File: src/rtl/cycle_steal_arbiter_if.sv
// Sequencer request port and single-port memory port of the erasable-memory arbiter.
// The arbiter takes the slave view; the sequencer/memory side takes the master view.
interface cycle_steal_arbiter_if #(
    parameter int ADDR_W = 12,
    parameter int DATA_W = 16
);
    logic              seq_req;
    logic              seq_we;
    logic [ADDR_W-1:0] seq_addr;
    logic [DATA_W-1:0] seq_wdata;
    logic              seq_gnt;
    logic              seq_rvalid;
    logic [DATA_W-1:0] seq_rdata;

    logic [ADDR_W-1:0] mem_addr;
    logic              mem_we;
    logic [DATA_W-1:0] mem_wdata;
    logic [DATA_W-1:0] mem_rdata;

    modport slave (
        input  seq_req, seq_we, seq_addr, seq_wdata, mem_rdata,
        output seq_gnt, seq_rvalid, seq_rdata, mem_addr, mem_we, mem_wdata
    );

    modport master (
        output seq_req, seq_we, seq_addr, seq_wdata, mem_rdata,
        input  seq_gnt, seq_rvalid, seq_rdata, mem_addr, mem_we, mem_wdata
    );
endinterface

File: src/rtl/cycle_steal_arbiter.sv
// Erasable-memory arbiter: serves sequencer accesses and steals cycles for PINC/MINC
// read-modify-write of counter cells, alternating fairly when both compete.
module cycle_steal_arbiter #(
    parameter int                ADDR_W   = 12,
    parameter int                DATA_W   = 16,
    parameter int                NCNT     = 8,
    parameter logic [ADDR_W-1:0] CNT_BASE = 12'h014
) (
    input  logic                     clk,
    input  logic                     rst_n,
    cycle_steal_arbiter_if.slave     bus,
    input  logic [NCNT-1:0]          cnt_pinc,
    input  logic [NCNT-1:0]          cnt_minc,
    output logic                     cnt_busy,
    output logic                     cnt_drop,
    output logic                     cntr_ovf,
    output logic [$clog2(NCNT)-1:0]  cntr_ovf_idx
);
    localparam int IDX_W = $clog2(NCNT);

    localparam logic [1:0] IDLE   = 2'd0;
    localparam logic [1:0] SEQ_RD = 2'd1;
    localparam logic [1:0] CNT_RD = 2'd2;
    localparam logic [1:0] CNT_WR = 2'd3;

    localparam logic [DATA_W-1:0] MOST_NEG = {1'b1, {(DATA_W-1){1'b0}}};
    localparam logic [DATA_W-1:0] MOST_POS = ~MOST_NEG;
    localparam logic [NCNT-1:0]   BIT0     = {{(NCNT-1){1'b0}}, 1'b1};

    logic [1:0]        state_q, state_d;
    logic [NCNT-1:0]   pinc_pend_q, pinc_pend_d;
    logic [NCNT-1:0]   minc_pend_q, minc_pend_d;
    logic              seq_turn_q, seq_turn_d;
    logic [DATA_W-1:0] result_q, result_d;
    logic [IDX_W-1:0]  idx_q, idx_d;
    logic              dir_q, dir_d;   // 1 = PINC, 0 = MINC
    logic              cnt_drop_q, cnt_drop_d;

    logic              any_pend;
    logic              svc_cnt;
    logic              svc_seq;
    logic [IDX_W-1:0]  pick_idx;
    logic              pick_dir;
    logic [NCNT-1:0]   clr_pinc;
    logic [NCNT-1:0]   clr_minc;

    assign any_pend = (|pinc_pend_q) | (|minc_pend_q);
    assign svc_cnt  = (state_q == IDLE) && any_pend && (!bus.seq_req || !seq_turn_q);
    assign svc_seq  = (state_q == IDLE) && bus.seq_req && !svc_cnt;

    // Lowest pending index wins; a cell never holds both flags, so PINC-first is implicit.
    always_comb begin
        // NOTE: every variable gets a default before any branch, so no latch is inferred.
        pick_idx = '0;
        pick_dir = 1'b0;
        for (int i = NCNT - 1; i >= 0; i--) begin
            if (pinc_pend_q[i] || minc_pend_q[i]) begin
                pick_idx = IDX_W'(i);
                pick_dir = pinc_pend_q[i];
            end
        end
    end

    assign clr_pinc = (svc_cnt &&  pick_dir) ? (BIT0 << pick_idx) : '0;
    assign clr_minc = (svc_cnt && !pick_dir) ? (BIT0 << pick_idx) : '0;

    // Service clears first, so a same-cycle pulse on the serviced cell re-arms it.
    always_comb begin
        pinc_pend_d = pinc_pend_q & ~clr_pinc;
        minc_pend_d = minc_pend_q & ~clr_minc;
        cnt_drop_d  = 1'b0;
        for (int i = 0; i < NCNT; i++) begin
            if (cnt_pinc[i] && !cnt_minc[i]) begin
                if (minc_pend_d[i]) begin
                    minc_pend_d[i] = 1'b0;
                end else begin
                    cnt_drop_d     = cnt_drop_d | pinc_pend_d[i];
                    pinc_pend_d[i] = 1'b1;
                end
            end else if (cnt_minc[i] && !cnt_pinc[i]) begin
                if (pinc_pend_d[i]) begin
                    pinc_pend_d[i] = 1'b0;
                end else begin
                    cnt_drop_d     = cnt_drop_d | minc_pend_d[i];
                    minc_pend_d[i] = 1'b1;
                end
            end
        end
    end

    always_comb begin
        state_d    = state_q;
        seq_turn_d = seq_turn_q;
        result_d   = result_q;
        idx_d      = idx_q;
        dir_d      = dir_q;
        case (state_q)
            IDLE: begin
                if (svc_cnt) begin
                    idx_d   = pick_idx;
                    dir_d   = pick_dir;
                    state_d = CNT_RD;
                end else if (svc_seq) begin
                    seq_turn_d = 1'b0;
                    if (!bus.seq_we) state_d = SEQ_RD;
                end
            end
            SEQ_RD: state_d = IDLE;
            CNT_RD: begin
                result_d = dir_q ? (bus.mem_rdata + DATA_W'(1)) : (bus.mem_rdata - DATA_W'(1));
                state_d  = CNT_WR;
            end
            CNT_WR: begin
                seq_turn_d = 1'b1;
                state_d    = IDLE;
            end
            default: state_d = IDLE;
        endcase
    end

    always_comb begin
        bus.mem_addr  = '0;
        bus.mem_we    = 1'b0;
        bus.mem_wdata = '0;
        if (svc_cnt) begin
            bus.mem_addr = CNT_BASE + ADDR_W'(pick_idx);
        end else if (svc_seq) begin
            bus.mem_addr  = bus.seq_addr;
            bus.mem_we    = bus.seq_we;
            bus.mem_wdata = bus.seq_we ? bus.seq_wdata : '0;
        end else if (state_q == CNT_WR) begin
            bus.mem_addr  = CNT_BASE + ADDR_W'(idx_q);
            bus.mem_we    = 1'b1;
            bus.mem_wdata = result_q;
        end
    end

    assign bus.seq_gnt    = svc_seq;
    assign bus.seq_rvalid = (state_q == SEQ_RD);
    assign bus.seq_rdata  = (state_q == SEQ_RD) ? bus.mem_rdata : '0;

    // Overflow is the signed wrap of the written-back value, seen only in CNT_WR.
    assign cntr_ovf     = (state_q == CNT_WR) &&
                          (dir_q ? (result_q == MOST_NEG) : (result_q == MOST_POS));
    assign cntr_ovf_idx = cntr_ovf ? idx_q : '0;
    assign cnt_drop     = cnt_drop_q;
    assign cnt_busy     = any_pend || (state_q == CNT_RD) || (state_q == CNT_WR);

    always_ff @(posedge clk) begin
        // NOTE: reset is synchronous, so it lives inside the clocked block and aborts any RMW.
        if (!rst_n) begin
            state_q     <= IDLE;
            pinc_pend_q <= '0;
            minc_pend_q <= '0;
            seq_turn_q  <= 1'b0;
            result_q    <= '0;
            idx_q       <= '0;
            dir_q       <= 1'b0;
            cnt_drop_q  <= 1'b0;
        end else begin
            // NOTE: non-blocking updates keep every flop sampling pre-edge values.
            state_q     <= state_d;
            pinc_pend_q <= pinc_pend_d;
            minc_pend_q <= minc_pend_d;
            seq_turn_q  <= seq_turn_d;
            result_q    <= result_d;
            idx_q       <= idx_d;
            dir_q       <= dir_d;
            cnt_drop_q  <= cnt_drop_d;
        end
    end
endmodule

File: src/flat_wrapper.sv
// flat-port wrapper written by rule: the top's interface ports become plain ports
module cycle_steal_arbiter_flat 
#(
    parameter int                ADDR_W   = 12,
    parameter int                DATA_W   = 16,
    parameter int                NCNT     = 8,
    parameter logic [ADDR_W-1:0] CNT_BASE = 12'h014
)
  (clk, rst_n, cnt_pinc, cnt_minc, cnt_busy, cnt_drop, cntr_ovf, cntr_ovf_idx, bus_seq_req, bus_seq_we, bus_seq_addr, bus_seq_wdata, bus_mem_rdata, bus_seq_gnt, bus_seq_rvalid, bus_seq_rdata, bus_mem_addr, bus_mem_we, bus_mem_wdata);
  cycle_steal_arbiter_if #(.ADDR_W(ADDR_W), .DATA_W(DATA_W)) bus_i ();
  input  logic clk;
  input  logic rst_n;
  input  logic [NCNT-1:0] cnt_pinc;
  input  logic [NCNT-1:0] cnt_minc;
  output logic cnt_busy;
  output logic cnt_drop;
  output logic cntr_ovf;
  output logic [$clog2(NCNT)-1:0] cntr_ovf_idx;
  input wire logic [$bits(bus_i.seq_req)-1:0] bus_seq_req;
  input wire logic [$bits(bus_i.seq_we)-1:0] bus_seq_we;
  input wire logic [$bits(bus_i.seq_addr)-1:0] bus_seq_addr;
  input wire logic [$bits(bus_i.seq_wdata)-1:0] bus_seq_wdata;
  input wire logic [$bits(bus_i.mem_rdata)-1:0] bus_mem_rdata;
  output wire logic [$bits(bus_i.seq_gnt)-1:0] bus_seq_gnt;
  output wire logic [$bits(bus_i.seq_rvalid)-1:0] bus_seq_rvalid;
  output wire logic [$bits(bus_i.seq_rdata)-1:0] bus_seq_rdata;
  output wire logic [$bits(bus_i.mem_addr)-1:0] bus_mem_addr;
  output wire logic [$bits(bus_i.mem_we)-1:0] bus_mem_we;
  output wire logic [$bits(bus_i.mem_wdata)-1:0] bus_mem_wdata;
  assign bus_i.seq_req = bus_seq_req;
  assign bus_i.seq_we = bus_seq_we;
  assign bus_i.seq_addr = bus_seq_addr;
  assign bus_i.seq_wdata = bus_seq_wdata;
  assign bus_i.mem_rdata = bus_mem_rdata;
  assign bus_seq_gnt = bus_i.seq_gnt;
  assign bus_seq_rvalid = bus_i.seq_rvalid;
  assign bus_seq_rdata = bus_i.seq_rdata;
  assign bus_mem_addr = bus_i.mem_addr;
  assign bus_mem_we = bus_i.mem_we;
  assign bus_mem_wdata = bus_i.mem_wdata;
  cycle_steal_arbiter #(.ADDR_W(ADDR_W), .DATA_W(DATA_W), .NCNT(NCNT), .CNT_BASE(CNT_BASE)) u_core (.clk(clk), .rst_n(rst_n), .bus(bus_i), .cnt_pinc(cnt_pinc), .cnt_minc(cnt_minc), .cnt_busy(cnt_busy), .cnt_drop(cnt_drop), .cntr_ovf(cntr_ovf), .cntr_ovf_idx(cntr_ovf_idx));
endmodule
File: config.mk
export PLATFORM = sky130hd
export DESIGN_NAME = cycle_steal_arbiter_flat
export DESIGN_NICKNAME = d
export VERILOG_FILES = /design/src/rtl/cycle_steal_arbiter_if.sv /design/src/rtl/cycle_steal_arbiter.sv /design/src/flat_wrapper.sv
export SDC_FILE = /design/constraint.sdc
export NUM_CORES = 1
export LEC_CHECK = 0
export CAP_MARGIN = 20
export CORE_MARGIN = 5
export CORE_UTILIZATION = 47
export CTS_CLUSTER_SIZE = 40
export DETAILED_ROUTE_END_ITERATION = 8
export GPL_TIMING_DRIVEN = 0
export PLACE_DENSITY = 0.81
export REMOVE_ABC_BUFFERS = 1
export SYNTH_ARGS = -nofsm -noshare
export SYNTH_HDL_FRONTEND = slang
export SYNTH_SLANG_ARGS = --single-unit
File: constraint.sdc
create_clock -name clk -period 3.2 [get_ports clk]
set_input_delay 0.64 -clock clk [delete_from_list [all_inputs] [get_ports clk]]
set_output_delay 0.64 -clock clk [all_outputs]
set_load 0.005 [all_outputs]
* Yosys cells after proc, flatten, opt, wreduce, memory -nomap -nowiden
Index checks and enable logic that the tools add are counted.
Widths: inputs -> output; s select.
** Storage, ports and cells
- Bits of input ports :: 64
- Word-level logic and storage cells :: 230
- Memories kept :: 0
- Latch bits :: 0
- Register bits after elaboration :: 40
- Memory bits (read-only) :: 0
- RAM bits :: 0
** Cells by class
- Shift operators :: 1
- Magnitude comparators :: 0
- Muxes and demuxes :: 111
- Reductions and logical operators :: 70
- Bitwise gates (word level) :: 20
- $add $sub $neg :: 4
- Divide/modulo/power cells :: 0
- Multipliers :: 0
- Equal/unequal tests :: 9
** Operators with widths (number)
- $mux 16 :: 6
- $mux 1 :: 86
- $mux 12 :: 3
- $mux 3 :: 9
- $logic_and 1x1->1 :: 23
- $logic_not 1->1 :: 20
- $reduce_or 2->1 :: 9
- $add 16x1->16 const B :: 1
- $and 8x8->8 :: 2
- $eq 16x15->1 const B :: 1
- $eq 16x16->1 const B :: 1
- $mux 8 :: 2
- $not 8->8 :: 2
- $reduce_or 8->1 :: 2
- $sub 16x1->16 const B :: 1
- $or 1x1->1 :: 15
- $add 5x3->6 const A :: 2
- $logic_or 1x1->1 :: 11
- $shl 1x3->8 const A :: 1
- $mux 2 :: 3
- $ne 3x2->1 const B :: 2
- $pmux 2 s3 :: 1
- $eq 2x2->1 const B :: 2
- $ne 2x2->1 const B :: 2
- other kinds (7) :: 8

* Depth between registers and ports, before layout
- Depth in word-level cells :: 45
- Mapped depth :: 10

* Least setup slack after synthesis
No wires, ideal clock.
- Path kind :: input to register
- From :: input port bus_mem_rdata[0]
- To :: register u_core.result_q[14]
- Required time :: 3.068 ns
- Setup slack :: 0.562 ns
- Data arrival time :: 2.506 ns
- Stages :: 9
- Cell sequence :: fa_1 > a211oi_1 > o21ai_0 > a311oi_1 > o21ai_0 > a21oi_1 > o21ai_0 > xnor2_1 > o22ai_1
** On the way
- Cells in the longest elaborated chain, start to end :: 2
- Elaborated cells on any way between the ends :: 3
- Classes of those cells :: add/sub: 2; mux: 1
** Ends and longest elaborated chain
- from (decl) :: line flat_wrapper.sv:23 : input wire logic [$bits(bus_i.mem_rdata)-1:0] bus_mem_rdata;
- $sub 16x1->16 / $add 16x1->16 (equally long branches) :: line cycle_steal_arbiter.sv:110 : result_d = dir_q ? (bus.mem_rdata + DATA_W'(1)) : (bus.mem_rdata - DATA_W'(1));
- $mux 16 (*) :: line cycle_steal_arbiter.sv:110
- to (signal assigned) :: line cycle_steal_arbiter.sv:166 : result_q <= result_d;
- to (decl) :: line cycle_steal_arbiter.sv:34 : logic [DATA_W-1:0] result_q, result_d;
Every way passes the cells marked *; elsewhere a longest branch is shown, timed or not.
A chain may end at the register's enable or synchronous reset.

* Final worst setup path
- From :: register u_core.minc_pend_q[1]
- To :: output port bus_mem_wdata[8]
** On the way
- Cells in the longest elaborated chain, start to end :: 8
** Ends and longest elaborated chain
- from (decl) :: line cycle_steal_arbiter.sv:32 : logic [NCNT-1:0] minc_pend_q, minc_pend_d;
- from (signal assigned) :: line cycle_steal_arbiter.sv:164 : minc_pend_q <= minc_pend_d;
- $reduce_or 8->1 (*) :: line cycle_steal_arbiter.sv:47 : assign any_pend = (|pinc_pend_q) | (|minc_pend_q);
- $or 1x1->1 (*) :: line cycle_steal_arbiter.sv:47
- $logic_and 1x1->1 (*) (2 in a row) :: line cycle_steal_arbiter.sv:48 : assign svc_cnt = (state_q == IDLE) && any_pend && (!bus.seq_req || !seq_turn_q);
- $logic_not 1->1 :: line cycle_steal_arbiter.sv:49 : assign svc_seq = (state_q == IDLE) && bus.seq_req && !svc_cnt;
- $logic_and 1x1->1 :: line cycle_steal_arbiter.sv:49
- $mux 16 :: line cycle_steal_arbiter.sv:127 : end else if (svc_seq) begin
- $mux 16 (*) :: line cycle_steal_arbiter.sv:125 : if (svc_cnt) begin
- to (decl) :: line flat_wrapper.sv:29 : output wire logic [$bits(bus_i.mem_wdata)-1:0] bus_mem_wdata;
Marked as above.

==> results.ini <==
[status]
status=complete, but fails checks
violations=negative setup slack

[grt]
grt_start_max_net_pins=26
grt_use_met2=0.4491
grt_overflow=0
antenna_found_initial=0
track_usage=0.2642
grtUsageMet1=0.3313
grt_pass1_vias=4285
grt_pass1_wl_mm=21.26
gr-usage-met3=0.05025
grt-busiest-layer=met2

[floorplan]
die_width_um=97.59
core-area_um2=7607
rows=32
pin_count=117
die_h_um=97.59
start_util=0.4740
die_area_um2=9524

[final_layout]
layout-drive-gt1-share=0.2370
nets=716
antenna_cells=0
fin_area_um2=5609
layout_commonest_cell=clkdlybuf4s50_1
final_cell_mix=clkdlybuf4s50_1 (84), nand3_1 (37), and2_1 (33), dfxtp_1 (33), nand2_1 (29)
nFillCells=563
syn2layout_area_growth_pct=55.55

[setup_path]
cp_max_fo=8
worstRegToRegCells=22
cp-end-kind=output pin
crit_type=reg2out
worstSetupStartpointType=register
required_ns=2.56
crit_arrival_ns=2.60

[detailed_routing]
drtAntennaViolNets=0
wl_per_cell_um=18.21
drt_iter0_drc=302
wirelength_mm=13.39
viasPerCell=5.901
vias=4337
first_pass_iters=5
drc=0

[sta]
period_share=1.013
worstMarginPinSlew_ns=1.075
finalSetupTns_ns=-0.08740
min_period_ns=3.241
hold_slack_ns=0.5352
worst_slack_ns=-0.04081
clock.fmax_ghz=0.3086
finClkSkew_ns=0.009600
slew_headroom=0.2833
setup_violations=4
hold_viol=0
slew_viol_final=0
rsz0062_at_grt=yes

[synth]
yosys.area.top_type=dfxtp_1
synth_area_leaders=dfxtp_1 (22%), ha_1 (6.6%), and2_1 (5.7%), nand3_1 (5.7%), a21oi_1 (4.7%)
ys_seq_area_frac=0.2221
synth_flop_cell=dfxtp_1
async_flop_share=0
synth_area_um2=3606
synth.avg_cell_area_um2=7.656
yosysWarnings=0
synth_edf_count=0
synth_top_cell_area_share=0.2221
yosysUniqueCellTypes=74
yosys_register_bits=40
synth_cells=471

[clock_tree]
cts_root_buf=clkbuf_8
cts_buffer_depth=2
worstSkewPairLatency_ns=0.31
numCtsBuffers=5
clk_pin_slew_ns=0.08
htree_levels=2
cts_tree=built
cts_sinks=40

[power_and_ir_drop]
p_sw_mw=1.760
switching_share=0.4427
p_leak_nw=2.195
power_density_nw_per_um2=708.8
clkPwrFrac=0.109
pwr-share-seq=0.194
intPower_mw=2.216
combPwrFrac=0.696
ir_drop_uv=425.7

[flow_run]
maxCapViolations=0

[placement]
routabilityCongestion=0.8748
portBuffers=116
hpwlAfterDp_mm=8.030
pre_cts_ws_ns=-0.8231
place_area_um2=4798

[worst_hold_path]
whs_path_depth=2
hp-class=reg2reg

-- final cells by class --
type,instances,area (um2),share of cell area
timing repair inverter,3,33.78,0.006023
clock inverter,3,47.55,0.008476
sequential,40,814.5,0.1452
timing repair buffer,173,1607,0.2864
inverter,14,68.82,0.01227
tap,102,127.6,0.02275
multi-input combinational,395,2841,0.5066
clock buffer,5,68.82,0.01227
-- cell families after synthesis --
group / count (synthesis) / synth area share
simple gates: 221 / 0.3536
buf+inv: 37 / 0.04858
fa+ha+maj: 20 / 0.07148
xor+xnor: 12 / 0.02915
compound gates: 128 / 0.2391
mux: 13 / 0.03608
flops: 40 / 0.2221
-- Yosys cell counts (all sizes together), types with 3 or more instances --
master / n
o21ai: 23
xnor2: 10
nand3: 43
o211ai: 4
a21boi: 12
buf: 13
dfxtp: 40
clkbuf: 10
nor2: 25
o22ai: 4
or2b: 3
nor3: 9
o21a: 4
ha: 19
nor2b: 23
o311ai: 3
nand4b: 5
o21bai: 3
nor4: 4
o211a: 4
nor3b: 3
and2: 34
or3: 4
a211oi: 8
o31ai: 5
a31oi: 6
nand4: 4
or2: 3
nand2: 32
a21oi: 34
o41ai: 3
nand2b: 13
mux2i: 13
nand3b: 5
inv: 14
-- layer usage --
layer / wire [um] / part of all wire
met5: 0 / 0
met4: 422 / 0.032
met3: 986 / 0.074
met2: 6608 / 0.49
met1: 5370 / 0.40
-- state kept, by name, indices dropped and copies added (netlist names) --
signal,flops
u_core.cnt_drop,1
u_core.dir_q,1
u_core.state_q,2
u_core.pinc_pend_q,8
u_core.minc_pend_q,8
u_core.idx_q,3
u_core.result_q,16
u_core.seq_turn_q,1
-- worst max-delay path, cell delays in order (launching register included) --
cell     delay, ns
dfxtp_1       0.43
nor2_4        0.19
nand3_4       0.12
or4_4         0.55
nand2_8       0.11
nand3_4       0.10
buf_12        0.18
inv_12        0.07
buf_6         0.09
nand3_1       0.10
a21oi_2       0.21
buf_2         0.14
-- per-stage QoR --
stage                 util  instances  total power [mW]
floorplan                -        448             2.012
global placement    0.6273        666             2.666
detailed placement  0.6308        668             2.750
CTS                 0.7235        735             3.740
global route        0.7373        735             4.229
finish              0.7373        735             3.976
-- path summary, 6_finish.rpt --
path / slack, ns / to / start
worst max-delay path: -0.04 / bus_mem_wdata[8] / u_core.minc_pend_q[1]$_SDFF_PP0_
worst min-delay path: 0.54 / u_core.idx_q[1]$_SDFFE_PN0P_ / u_core.idx_q[1]$_SDFFE_PN0P_
worst max register to register: 0.11 / u_core.idx_q[2]$_SDFFE_PN0P_ / u_core.minc_pend_q[6]$_SDFF_PP0_
worst min register to register: 0.54 / u_core.idx_q[1]$_SDFFE_PN0P_ / u_core.idx_q[1]$_SDFFE_PN0P_
-- power by group through the flow --
stage	Combinational (mW)	Sequential, mW	Clock (mW)
2_1_floorplan	1.30	0.715	0
3_3_place_gp	1.92	0.743	0
6_report	2.77	0.772	0.435
5_1_grt	2.98	0.785	0.460
4_1_cts	2.55	0.750	0.436
3_5_place_dp	2.00	0.750	0
-- what timing repair did --
item                       4_1_cts  5_1_grt
setup endpoints to repair       31       29
buffers inserted                54        4
gates cloned                     5        0
gates resized for setup        136       45
hold buffers                     0        0
pin swaps                       25       18
No activity file was read; power rests on OpenSTA's default activity.
